## config.mk

```make
export PLATFORM = sky130hd
export DESIGN_NAME = div32_iter
export DESIGN_NICKNAME = d
export VERILOG_FILES = /design/src/rtl/div32_iter_pkg.sv /design/src/rtl/div32_iter_step.sv /design/src/rtl/div32_iter.sv
export SDC_FILE = /design/constraint.sdc
export NUM_CORES = 1
export LEC_CHECK = 0
export ABC_CLOCK_PERIOD_IN_PS = 3300
export CAP_MARGIN = 20
export CORE_ASPECT_RATIO = 0.5
export CORE_UTILIZATION = 30
export DETAILED_ROUTE_END_ITERATION = 16
export GPL_ROUTABILITY_DRIVEN = 1
export PLACE_DENSITY = 0.47
export SYNTH_ARGS = -nofsm -noshare
export SYNTH_HDL_FRONTEND = slang
export SYNTH_SLANG_ARGS = --single-unit
```

## constraint.sdc

```tcl
create_clock -name CLK -period 3.3 [get_ports CLK]
set_input_delay 0.66 -clock CLK [delete_from_list [all_inputs] [get_ports CLK]]
set_output_delay 0.66 -clock CLK [all_outputs]
set_load 0.01 [all_outputs]
```

## src/rtl/div32_iter_pkg.sv

```systemverilog
// Shared constants, FSM state type and two's-complement helper for the
// iterative 32-bit divider.
package div32_iter_pkg;

    localparam int unsigned DATA_WIDTH       = 32;
    localparam int unsigned DATA_INDEX_LIMIT = DATA_WIDTH - 1;
    localparam int unsigned DIV_CYCLES       = 33;
    localparam int unsigned CNT_W            = 5;

    typedef enum logic [1:0] {
        ST_IDLE,
        ST_CALC,
        ST_FIX
    } div_state_e;

    function automatic logic [DATA_WIDTH-1:0] twos_comp(input logic [DATA_WIDTH-1:0] x);
        return ~x + DATA_WIDTH'(1);
    endfunction

endpackage

```

## src/rtl/div32_iter_step.sv

```systemverilog
// One restoring shift-subtract iteration; the adder carry-out is the
// "trial is non-negative" flag (carry = no borrow).
module div32_step
    import div32_iter_pkg::*;
(
    input  logic [DATA_WIDTH-1:0] rem_i,
    input  logic [DATA_WIDTH-1:0] quo_i,
    input  logic [DATA_WIDTH-1:0] div_i,
    output logic [DATA_WIDTH-1:0] rem_o,
    output logic [DATA_WIDTH-1:0] quo_o
);

    logic [DATA_WIDTH:0] shifted;
    logic [DATA_WIDTH:0] diff;
    logic                carry;
    logic                unused_msbs;

    assign shifted = {rem_i, quo_i[DATA_INDEX_LIMIT]};

    // 33-bit subtract as add of inverted operand plus one.
    assign {carry, diff} = {1'b0, shifted} + {1'b0, ~{1'b0, div_i}} + (DATA_WIDTH + 2)'(1);

    // A restored remainder is always below the divisor, so bit 32 is never needed.
    assign rem_o       = carry ? diff[DATA_WIDTH-1:0] : shifted[DATA_WIDTH-1:0];
    assign quo_o       = {quo_i[DATA_WIDTH-2:0], carry};
    assign unused_msbs = diff[DATA_WIDTH] ^ shifted[DATA_WIDTH];

endmodule

```

## src/rtl/div32_iter.sv

```systemverilog
// Iterative signed/unsigned 32-bit divider: quotient on LO, remainder on HI,
// START/BUSY/DONE handshake, one quotient bit per clock.
module div32_iter
    import div32_iter_pkg::*;
(
    input  logic                  CLK,
    input  logic                  RST,
    input  logic                  START,
    input  logic                  SIGNED,
    input  logic [DATA_WIDTH-1:0] A,
    input  logic [DATA_WIDTH-1:0] B,
    output logic                  BUSY,
    output logic                  DONE,
    output logic [DATA_WIDTH-1:0] HI,
    output logic [DATA_WIDTH-1:0] LO,
    output logic                  DIV_BY_ZERO
);

    div_state_e              state_q, state_d;
    logic [CNT_W-1:0]        cnt_q, cnt_d;
    logic [DATA_WIDTH-1:0]   rem_q, rem_d;
    logic [DATA_WIDTH-1:0]   quo_q, quo_d;
    logic [DATA_WIDTH-1:0]   div_q, div_d;
    logic [DATA_WIDTH-1:0]   araw_q, araw_d;
    logic                    sgn_q, sgn_d;
    logic                    sa_q, sa_d;
    logic                    sb_q, sb_d;
    logic                    zero_q, zero_d;
    logic [DATA_WIDTH-1:0]   hi_q, hi_d;
    logic [DATA_WIDTH-1:0]   lo_q, lo_d;
    logic                    dbz_q, dbz_d;
    logic                    done_q, done_d;

    logic [DATA_WIDTH-1:0]   step_rem, step_quo;

    div32_step u_step (
        .rem_i (rem_q),
        .quo_i (quo_q),
        .div_i (div_q),
        .rem_o (step_rem),
        .quo_o (step_quo)
    );

    always_comb begin
        state_d = state_q;
        cnt_d   = cnt_q;
        rem_d   = rem_q;
        quo_d   = quo_q;
        div_d   = div_q;
        araw_d  = araw_q;
        sgn_d   = sgn_q;
        sa_d    = sa_q;
        sb_d    = sb_q;
        zero_d  = zero_q;
        hi_d    = hi_q;
        lo_d    = lo_q;
        dbz_d   = dbz_q;
        done_d  = 1'b0;

        unique case (state_q)
            ST_IDLE: begin
                if (START) begin
                    sgn_d   = SIGNED;
                    sa_d    = A[DATA_INDEX_LIMIT];
                    sb_d    = B[DATA_INDEX_LIMIT];
                    zero_d  = (B == '0);
                    araw_d  = A;
                    quo_d   = (SIGNED && A[DATA_INDEX_LIMIT]) ? twos_comp(A) : A;
                    div_d   = (SIGNED && B[DATA_INDEX_LIMIT]) ? twos_comp(B) : B;
                    rem_d   = '0;
                    cnt_d   = '0;
                    state_d = ST_CALC;
                end
            end
            ST_CALC: begin
                rem_d = step_rem;
                quo_d = step_quo;
                cnt_d = cnt_q + CNT_W'(1);
                if (cnt_q == CNT_W'(DIV_CYCLES - 2))
                    state_d = ST_FIX;
            end
            ST_FIX: begin
                if (zero_q) begin
                    lo_d = '1;
                    hi_d = araw_q;
                end else begin
                    lo_d = (sgn_q && (sa_q ^ sb_q)) ? twos_comp(quo_q) : quo_q;
                    hi_d = (sgn_q && sa_q) ? twos_comp(rem_q) : rem_q;
                end
                dbz_d   = zero_q;
                done_d  = 1'b1;
                state_d = ST_IDLE;
            end
            default: state_d = ST_IDLE;
        endcase
    end

    always_ff @(posedge CLK) begin
        if (RST) begin
            state_q <= ST_IDLE;
            cnt_q   <= '0;
            rem_q   <= '0;
            quo_q   <= '0;
            div_q   <= '0;
            araw_q  <= '0;
            sgn_q   <= 1'b0;
            sa_q    <= 1'b0;
            sb_q    <= 1'b0;
            zero_q  <= 1'b0;
            hi_q    <= '0;
            lo_q    <= '0;
            dbz_q   <= 1'b0;
            done_q  <= 1'b0;
        end else begin
            state_q <= state_d;
            cnt_q   <= cnt_d;
            rem_q   <= rem_d;
            quo_q   <= quo_d;
            div_q   <= div_d;
            araw_q  <= araw_d;
            sgn_q   <= sgn_d;
            sa_q    <= sa_d;
            sb_q    <= sb_d;
            zero_q  <= zero_d;
            hi_q    <= hi_d;
            lo_q    <= lo_d;
            dbz_q   <= dbz_d;
            done_q  <= done_d;
        end
    end

    assign BUSY        = (state_q != ST_IDLE);
    assign DONE        = done_q;
    assign HI          = hi_q;
    assign LO          = lo_q;
    assign DIV_BY_ZERO = dbz_q;

endmodule

```

==> results of run 1 <==
[cells in the final DEF, fill, tap and decap left out, types with 8 or more instances in the layout]
master,instances
clkdlybuf4s50_1,133
mux2i_1,23
xor2_1,78
a22oi_1,29
nor4_1,17
nand2_1,247
a31oi_1,13
a211oi_1,53
and2_1,8
o211ai_1,26
and3_1,9
nand2b_1,10
o41ai_1,10
a21o_1,26
clkbuf_16,23
nor2_1,125
clkbuf_8,8
a32oi_1,10
o31ai_1,20
buf_4,62
or3_1,8
o21ai_0,87
a311oi_1,13
nand3_1,17
nor3_1,20
inv_1,50
a21oi_1,164
dfxtp_1,204
ha_1,38
xnor2_1,59
[state kept, by name, summed over array words and instances (netlist names)]
signal	count
HI	32
div_q	32
LO	32
sb_q	1
state_q	2
DONE	1
sgn_q	1
DIV_BY_ZERO	1
zero_q	1
rem_q	32
cnt_q	5
quo_q	32
araw_q	32
[power breakdown]
group | leakage, nW | switching [mW] | internal (mW)
clock | 0.368 | 1.04 | 1.54
sequential | 1.66 | 0.102 | 2.56
combinational | 3.64 | 0.625 | 0.455
[kinds of logic after synthesis]
family                   Yosys count  synth area share (%)
multiplexers                      26                  2.22
AO/OA/AOI/OAI                    474                  25.0
flip-flops                       204                  34.4
buffers and inverters            143                  4.54
adder cells (fa/ha/maj)           39                  4.17
AND/OR/NAND/NOR                  516                  19.7
XOR/XNOR                         137                  10.1
[stage by stage]
stage          instances  instance area [um^2]  util, %  power [mW]  hold WS (ns)
2_1_floorplan       1539                 11900        -        3.41         0.432
3_3_place_gp        2174                 14100     36.1        3.78         0.447
3_5_place_dp        2174                 14100     36.1        3.80         0.448
4_1_cts             2214                 14800     38.0        6.42         0.456
5_1_grt             2214                 14800     38.1        6.65         0.475
6_report            2214                 14800     38.1        6.33         0.454
[final cells by class]
| cell class | count | area share, % |
|---|---|---|
| clock buffer | 38 | 4.80 |
| clock inverter | 2 | 0.261 |
| inverter | 50 | 1.26 |
| multi-input combinational | 1192 | 49.2 |
| sequential | 204 | 27.5 |
| tap | 530 | 4.47 |
| timing repair buffer | 198 | 12.5 |
[per-layer routing]
metal | part of all wire, % | wire, um | vias to the layer above | global-route usage, %
li1 | - | - | 5726 | -
met1 | 50 | 17900 | 5179 | 24.0
met2 | 44 | 16000 | 216 | 27.9
met3 | 3.9 | 1410 | 57 | 3.02
met4 | 2.2 | 784 | 0 | 4.58
met5 | 0 | 0 | - | 0
[worst reg2reg max path, stage by stage (launching register included)]
cell	delay, ns
dfxtp_1	0.33
inv_1	0.13
ha_1	0.19
inv_1	0.06
fa_1	0.39
a21oi_1	0.23
o211ai_1	0.19
a21oi_1	0.22
o21ai_0	0.20
a31o_2	0.33
a211oi_1	0.30
xnor2_1	0.15
mux2i_1	0.08
o21ai_0	0.13
[Yosys cell counts (all sizes together), types with 12 or more instances]
cell,number,area [um^2]
nand3,17,85.1
and2,12,75.1
a211oi,53,398
mux2i,23,230
a31oi,13,81.3
a22oi,29,218
clkbuf,79,297
inv,50,188
a311oi,13,114
ha,38,475
o211ai,26,195
o31ai,20,150
dfxtp,204,4080
buf,14,55.1
o21ai,91,455
xor2,78,683
a21o,26,195
a21oi,164,821
nor2,128,480
nor3,23,131
nand2,248,933
xnor2,59,517
nor4,19,125
[how the worst max path moves through the flow]
stage	start	endpoint	slack, ns	depth (start not counted)
2_1_floorplan	rem_q[11]$_SDFFE_PP0P_	rem_q[31]$_SDFFE_PP0P_	0.51	10
3_5_place_dp	B[4]	div_q[29]$_SDFFE_PP0P_	0.10	10
3_3_place_gp	B[4]	div_q[23]$_SDFFE_PP0P_	0.1	10
4_1_cts	div_q[14]$_SDFFE_PP0P_	rem_q[31]$_SDFFE_PP0P_	0.22	11
6_report	quo_q[31]$_SDFFE_PP0P_	rem_q[20]$_SDFFE_PP0P_	0.29	13
5_1_grt	quo_q[31]$_SDFFE_PP0P_	rem_q[20]$_SDFFE_PP0P_	0.03	13
[timing repair]
| item | 4_1_cts | 5_1_grt |
|---|---|---|
| endpoints found under the setup margin | 0 | 4 |
| hold buffers | 0 | 0 |
| resized for setup | 0 | 2 |
==> results.json, run 1 <==
{
  "maxCapViolations": 0,
  "nNetsFinal": 1776,
  "crit_chain": "inv_1 > ha_1 > inv_1 > fa_1 > a21oi_1 > o211ai_1 > a21oi_1 > o21ai_0 > a31o_2 > a211oi_1 > xnor2_1 > mux2i_1 > o21ai_0",
  "status": "finished clean",
  "antenna_found_initial": 0,
  "fin_crit_ns": 3.01,
  "grtUsageTotal_pct": 17.4,
  "dr.pass1.iters": 5,
  "root_buffer": "clkbuf_16",
  "fillCellCount": 4018,
  "yosysSeqAreaShare_pct": 34.4,
  "avgSynthCellArea_um2": 7.72,
  "crit_type": "reg -> reg",
  "powerDensity_nw_per_um2": 426,
  "synth_seq_cells": 204,
  "postCtsSetupBuffers": 0,
  "p_leak_nw": 5.67,
  "critPathSlowestCell": "fa_1",
  "cp_slowest_stage_delay_ns": 0.39,
  "grt_pass1_wl_mm": 57.2,
  "hold_viol": 0,
  "pre_cts_slack_ns": 0.101,
  "place.gp.congestion": 0.889,
  "cts-buffers-inserted": 23,
  "syn_inst": 1539,
  "drv_slew": 0,
  "whs_endpoint": "HI[12]$_SDFFE_PP0P_",
  "fin_skew_ns": 0.0116,
  "drt-total-wl_mm": 36.1,
  "io_pins": 135,
  "synth_area_um2": 11900,
  "syn_to_final_growth_pct": 24.8,
  "setup_ws_ns": 0.290,
  "cp.buffers_inverters": 2,
  "yosysUniqueCellTypes": 62,
  "slew_headroom_pct": 41.4,
  "drive_gt1_share_pct": 7.36,
  "hold_start": "HI[12]$_SDFFE_PP0P_",
  "r2r_start": "quo_q[31]$_SDFFE_PP0P_",
  "whs_path_depth": 2,
  "fp.dieH_um": 143,
  "clk-insertion-delay-late_ns": 0.53,
  "grt_pass1_vias": 10600,
  "critPathTopFamily": "compound AO/OA/AOI/OAI gates",
  "drc": 0,
  "viasPerCell": 5.05,
  "max_freq_mhz": 332,
  "clock_path_buffers": 3,
  "gr-total-overflow": 0,
  "start_kind": "flip-flop",
  "io_buffers": 134,
  "core_area_um2": 39000,
  "cp_data_required_time_ns": 3.74,
  "postRouteAntennaNets": 0,
  "crit_fanout": 3,
  "synth_edf_count": 0,
  "rsz0062_at_grt": "false",
  "grt_max_degree": 133,
  "worstMarginPinSlew_ns": 0.877,
  "ir_drop_mv": 0.318,
  "hold_path.class": "reg -> reg",
  "endpoint_kind": "flip-flop",
  "fp-row-count": 51,
  "synth_nets": 1646,
  "yosysWarningCount": 0,
  "die_x_um": 284,
  "detail_route.wl_per_cell_um": 16.3,
  "regArea_um2": 4080,
  "initial_utilization_pct": 30.5,
  "hpwl_mm": 27.2,
  "r2r_slack_ns": 0.29,
  "finalSetupViolCount": 0,
  "ff2ff_path_depth": 13,
  "cp.arrival_ns": 3.45,
  "die_area_um2": 40500,
  "fin_setup_tns_ns": 0,
  "timing.rr.end": "rem_q[20]$_SDFFE_PP0P_",
  "min_period_over_period_pct": 91.2,
  "vias": 11200,
  "cts.sinks": 204,
  "diodes": 0,
  "tritoncts": "done",
  "async_flop_share_pct": 0,
  "synthFlopType": "dfxtp_1",
  "clkSlewWorstSetupHoldPaths_ns": 0.06,
  "initialDrtViolationCount": 682,
  "multi_input_area_um2": 7290,
  "cts_max_level": 1
}
(Power assumes the default switching activity.)
==> run 2: changes to the inputs <==
- CAP_MARGIN: 20 -> 10
- CORE_MARGIN: not set -> 2
- CORE_UTILIZATION: 30 -> 57
- PLACE_DENSITY: 0.47 -> 0.8
==> results.json, run 2 (synthesized netlist as in run 1, its figures left out) <==
{
  "pwr-share-clk_pct": 38.5,
  "power_switching_share_pct": 27.5,
  "worstMarginPinSlew_ns": 1.08,
  "viasPerCell": 5.91,
  "dr.pass1.iters": 8,
  "hpwl_mm": 23.3,
  "setup_ws_ns": 0.248,
  "finalPower_mw": 6.06,
  "core_area_um2": 20500,
  "cts.sinks": 204,
  "power.internal_mw": 4.39,
  "tritoncts": "done",
  "clkSlewWorstSetupHoldPaths_ns": 0.06,
  "root_buffer": "clkbuf_16",
  "vias": 11400,
  "drc": 0,
  "grt_pass1_vias": 10600,
  "whs_endpoint": "HI[4]$_SDFFE_PP0P_",
  "max_freq_mhz": 328,
  "cp_slowest_stage_delay_ns": 0.39,
  "clock_path_buffers": 3,
  "postCtsSetupBuffers": 0,
  "critPathSlowestCell": "fa_1",
  "crit_type": "reg -> reg",
  "min_period_over_period_pct": 92.5,
  "final_common_cell": "nand2_1",
  "clk-insertion-delay-late_ns": 0.50,
  "io_buffers": 134,
  "antenna_found_initial": 0,
  "pre_cts_slack_ns": 0.0838,
  "cp_data_required_time_ns": 3.72,
  "nNetsFinal": 1753,
  "grtUsageTotal_pct": 28.5,
  "die_x_um": 208,
  "drv_slew": 0,
  "r2r_slack_ns": 0.25,
  "whs_path_depth": 2,
  "p_seq_share_pct": 44.0,
  "finalSetupViolCount": 0,
  "place.gp.congestion": 0.906,
  "grt_max_degree": 140,
  "hold_viol": 0,
  "start_kind": "flip-flop",
  "fin_crit_ns": 3.05,
  "endpoint_kind": "flip-flop",
  "status": "finished clean",
  "pwr-share-comb_pct": 17.5,
  "p_switching_mw": 1.66,
  "crit_chain": "inv_1 > ha_1 > inv_1 > fa_1 > a21oi_1 > o211ai_1 > a21oi_2 > o21ai_0 > a31o_2 > a211oi_1 > xnor2_1 > mux2i_1 > o21ai_0",
  "die_area_um2": 22100,
  "r2r_start": "quo_q[31]$_SDFFE_PP0P_",
  "io_pins": 135,
  "rsz0062_at_grt": "false",
  "cp.arrival_ns": 3.47,
  "diodes": 0,
  "drt-total-wl_mm": 32.0,
  "maxCapViolations": 0,
  "ir_drop_mv": 0.355,
  "fin_setup_tns_ns": 0,
  "crit_fanout": 4,
  "cts-buffers-inserted": 20,
  "fp.dieH_um": 106,
  "gr-total-overflow": 0,
  "hold_start": "HI[4]$_SDFFE_PP0P_",
  "initialDrtViolationCount": 1077,
  "slew_headroom_pct": 27.7,
  "cp.buffers_inverters": 2,
  "grt_pass1_wl_mm": 52.6,
  "powerDensity_nw_per_um2": 424,
  "timing.rr.end": "rem_q[20]$_SDFFE_PP0P_",
  "cts_max_level": 1,
  "layout_common_cells": "nand2_1 (247), dfxtp_1 (203), a21oi_1 (163), clkdlybuf4s50_1 (133), nor2_1 (125)",
  "syn_to_final_growth_pct": 20.2,
  "postRouteAntennaNets": 0,
  "initial_utilization_pct": 58.0,
  "drive_gt1_share_pct": 6.04,
  "ff2ff_path_depth": 13,
  "crit_start": "quo_q[31]$_SDFFE_PP0P_",
  "hold_path.class": "reg -> reg",
  "fin_skew_ns": 0.00918,
  "p_leak_nw": 5.52,
  "fp-row-count": 37,
  "detail_route.wl_per_cell_um": 16.6,
  "critPathTopFamily": "compound AO/OA/AOI/OAI gates"
}
## run 2: changes by cell type in the layout (fill, tap and decap cells not counted), sizes merged
cell	change
clkbuf	-8
inv	-1
buf	-20
clkinv	+1
bufinv	+1
## run 2: tightest hold or removal path, stage by stage (launching register included)
cell     delay [ns]
dfxtp_1        0.31
nand2_1        0.05
a21oi_1        0.05
## run 2: power groups by stage
stage               logic (mW)  clock network, mW  registers [mW]
finish                    1.06               2.33            2.67
global route              1.17               2.47            2.68
CTS                       1.04               2.36            2.66
detailed placement        1.03                  0            2.72
global placement          1.00                  0            2.71
floorplan                0.723                  0            2.69
## run 2: routing by layer
metal  vias up  share of wire (%)  track usage (%)
met5         -                  0                0
met4         0                1.6             6.06
met3        42                6.9             3.40
met2       409                 45             48.0
met1      5280                 46             39.4
li1       5682                  -                -
## run 2: how the worst max path moves through the flow
stage | endpoint | slack, ns | cells after the start
floorplan | rem_q[31]$_SDFFE_PP0P_ | 0.51 | 10
global placement | quo_q[30]$_SDFFE_PP0P_ | 0.16 | 9
detailed placement | div_q[30]$_SDFFE_PP0P_ | 0.08 | 10
CTS | rem_q[0]$_SDFFE_PP0P_ | 0.22 | 11
global route | rem_q[30]$_SDFFE_PP0P_ | 0.02 | 13
finish | rem_q[20]$_SDFFE_PP0P_ | 0.25 | 13
## run 2: timing repair
action | 4_1_cts | 5_1_grt
gates resized for setup | 0 | 4
hold buffers | 0 | 0
setup endpoints to repair | 0 | 4
## run 2: final cells by class
class / instances / area, um^2
sequential: 204 / 4090
clock buffer: 30 / 589
clock inverter: 3 / 68.8
timing repair buffer: 178 / 1710
fill: 1705 / 6220
multi-input combinational: 1192 / 7300
inverter: 50 / 188
tap: 273 / 342
## run 2: per-stage QoR
step / std cells / area, um^2 / hold WS (ns) / utilization [%]
6_report: 1930 / 14300 / 0.454 / 69.7
5_1_grt: 1930 / 14300 / 0.472 / 69.7
4_1_cts: 1929 / 14300 / 0.455 / 69.5
3_5_place_dp: 1896 / 13600 / 0.447 / 66.3
3_3_place_gp: 1896 / 13600 / 0.446 / 66.3
2_1_floorplan: 1539 / 11900 / 0.432 / -
==> run 3: changes to the inputs <==
- HOLD_SLACK_MARGIN: not set -> 0.05
- PLACE_DENSITY: 0.8 -> 0.81
==> results.json, run 3 (synthesized netlist as in run 1, its figures left out) <==
{
  "status": "finished clean",
  "antenna_found_initial": 0,
  "powerDensity_nw_per_um2": 415,
  "cts-buffers-inserted": 20,
  "p_leak_nw": 5.52,
  "drc": 0,
  "hpwl_mm": 23.4,
  "slew_headroom_pct": 31.0,
  "start_kind": "flip-flop",
  "maxCapViolations": 0,
  "drv_slew": 0,
  "clk-insertion-delay-late_ns": 0.50,
  "io_buffers": 134,
  "final_common_cell": "nand2_1",
  "layout_common_cells": "nand2_1 (247), dfxtp_1 (203), a21oi_1 (164), clkdlybuf4s50_1 (133), nor2_1 (125)",
  "drt-total-wl_mm": 31.6,
  "cp.arrival_ns": 3.51,
  "setup_ws_ns": 0.199,
  "dr.pass1.iters": 5,
  "postCtsHoldBufs": 0,
  "crit_fanout": 6,
  "cp.buffers_inverters": 1,
  "viasPerCell": 5.91,
  "die_area_um2": 22100,
  "min_period_over_period_pct": 94.0,
  "crit_chain": "inv_1 > ha_1 > a21o_1 > a31oi_1 > o211ai_1 > or4_1 > o21ai_0 > o21ai_0 > a31oi_1 > mux2_2 > o211ai_1",
  "grt_pass1_wl_mm": 51.1,
  "syn_to_final_growth_pct": 19.9,
  "finalSetupViolCount": 0,
  "cp_slowest_stage_delay_ns": 0.48,
  "cts_max_level": 1,
  "place.gp.congestion": 0.948,
  "initialDrtViolationCount": 847,
  "fp-row-count": 37,
  "cp_data_required_time_ns": 3.71,
  "cts.sinks": 204,
  "fillCellCount": 1724,
  "gr-total-overflow": 0,
  "critPathSlowestCell": "or4_1",
  "hold_viol": 0,
  "diodes": 0,
  "grtUsageTotal_pct": 27.6,
  "drive_gt1_share_pct": 6.33,
  "endpoint_kind": "flip-flop",
  "rsz0062_at_grt": "false",
  "crit_type": "reg -> reg",
  "fin_skew_ns": 0.0156,
  "postRouteAntennaNets": 0,
  "grt_max_degree": 139,
  "initial_utilization_pct": 58.0,
  "io_pins": 135,
  "fin_area_um2": 14200,
  "worstMarginPinSlew_ns": 1.03,
  "critPathTopFamily": "compound AO/OA/AOI/OAI gates",
  "fin_crit_ns": 3.10,
  "die_x_um": 208,
  "grt_pass1_vias": 10400,
  "clkSlewWorstSetupHoldPaths_ns": 0.06,
  "detail_route.wl_per_cell_um": 16.3,
  "vias": 11400,
  "r2r_slack_ns": 0.20,
  "fp.dieH_um": 106,
  "nNetsFinal": 1757,
  "pre_cts_slack_ns": -0.142,
  "core_area_um2": 20500,
  "dpl_cell_area_um2": 13600,
  "tritoncts": "done",
  "clock_path_buffers": 3,
  "root_buffer": "clkbuf_16",
  "ir_drop_mv": 0.258,
  "hold_path.class": "reg -> reg",
  "max_freq_mhz": 323
}
## run 3: changes by cell type in the layout (fill, tap and decap cells not counted), sizes merged
cell | before | now
clkinvlp | 0 | 1
clkbuf | 30 | 27
bufinv | 2 | 0
clkinv | 1 | 4
buf | 45 | 49
## run 3: repair_timing
item	in CTS	in global routing
resized for setup	0	1
endpoints found under the setup margin	0	3
setup buffers	0	0
## run 3: tightest hold or removal path, cell delays in order, from the launching register on
cell and delay [ns]:
dfxtp_1 0.31, nand2_1 0.05, a21oi_1 0.05
## run 3: area by class of cell
| class | instances | area [um^2] | share of cell area (%) |
|---|---|---|---|
| tap | 273 | 342 | 2.40 |
| timing repair buffer | 182 | 1730 | 12.1 |
| clock buffer | 27 | 588 | 4.13 |
| sequential | 204 | 4090 | 28.7 |
| inverter | 50 | 188 | 1.32 |
| multi-input combinational | 1192 | 7290 | 51.2 |
| clock inverter | 5 | 27.5 | 0.193 |
## run 3: layer usage
| metal | vias to the layer above | routed length [um] | global-route usage, % |
|---|---|---|---|
| met5 | - | 0 | 0 |
| li1 | 5688 | - | - |
| met1 | 5288 | 14900 | 38.8 |
| met3 | 44 | 1930 | 3.52 |
| met2 | 399 | 14200 | 45.4 |
| met4 | 0 | 492 | 6.68 |
## run 3: worst paths after layout
check,to,start,depth (start not counted)
max,rem_q[31]$_SDFFE_PP0P_,div_q[14]$_SDFFE_PP0P_,11
min,DIV_BY_ZERO$_SDFFE_PP0P_,DIV_BY_ZERO$_SDFFE_PP0P_,2
max reg2reg,rem_q[31]$_SDFFE_PP0P_,div_q[14]$_SDFFE_PP0P_,11
min reg2reg,DIV_BY_ZERO$_SDFFE_PP0P_,DIV_BY_ZERO$_SDFFE_PP0P_,2
## run 3: per-stage QoR
step                      hold slack (ns)  util [%]  total power, mW  setup TNS, ns  cells
after floorplan                     0.432         -             3.41              0   1539
after global placement              0.445      66.4             3.72         -0.113   1900
after detailed placement            0.447      66.4             3.75         -0.142   1900
after CTS                           0.455      69.4             5.91              0   1932
after global routing                0.476      69.5             6.14              0   1933
final                               0.459      69.5             5.91              0   1933
## run 3: report_power, final
part           switching [mW]  total [mW]  internal (mW)
combinational           0.614        1.06          0.443
sequential              0.103        2.67           2.56
clock                   0.946        2.19           1.24
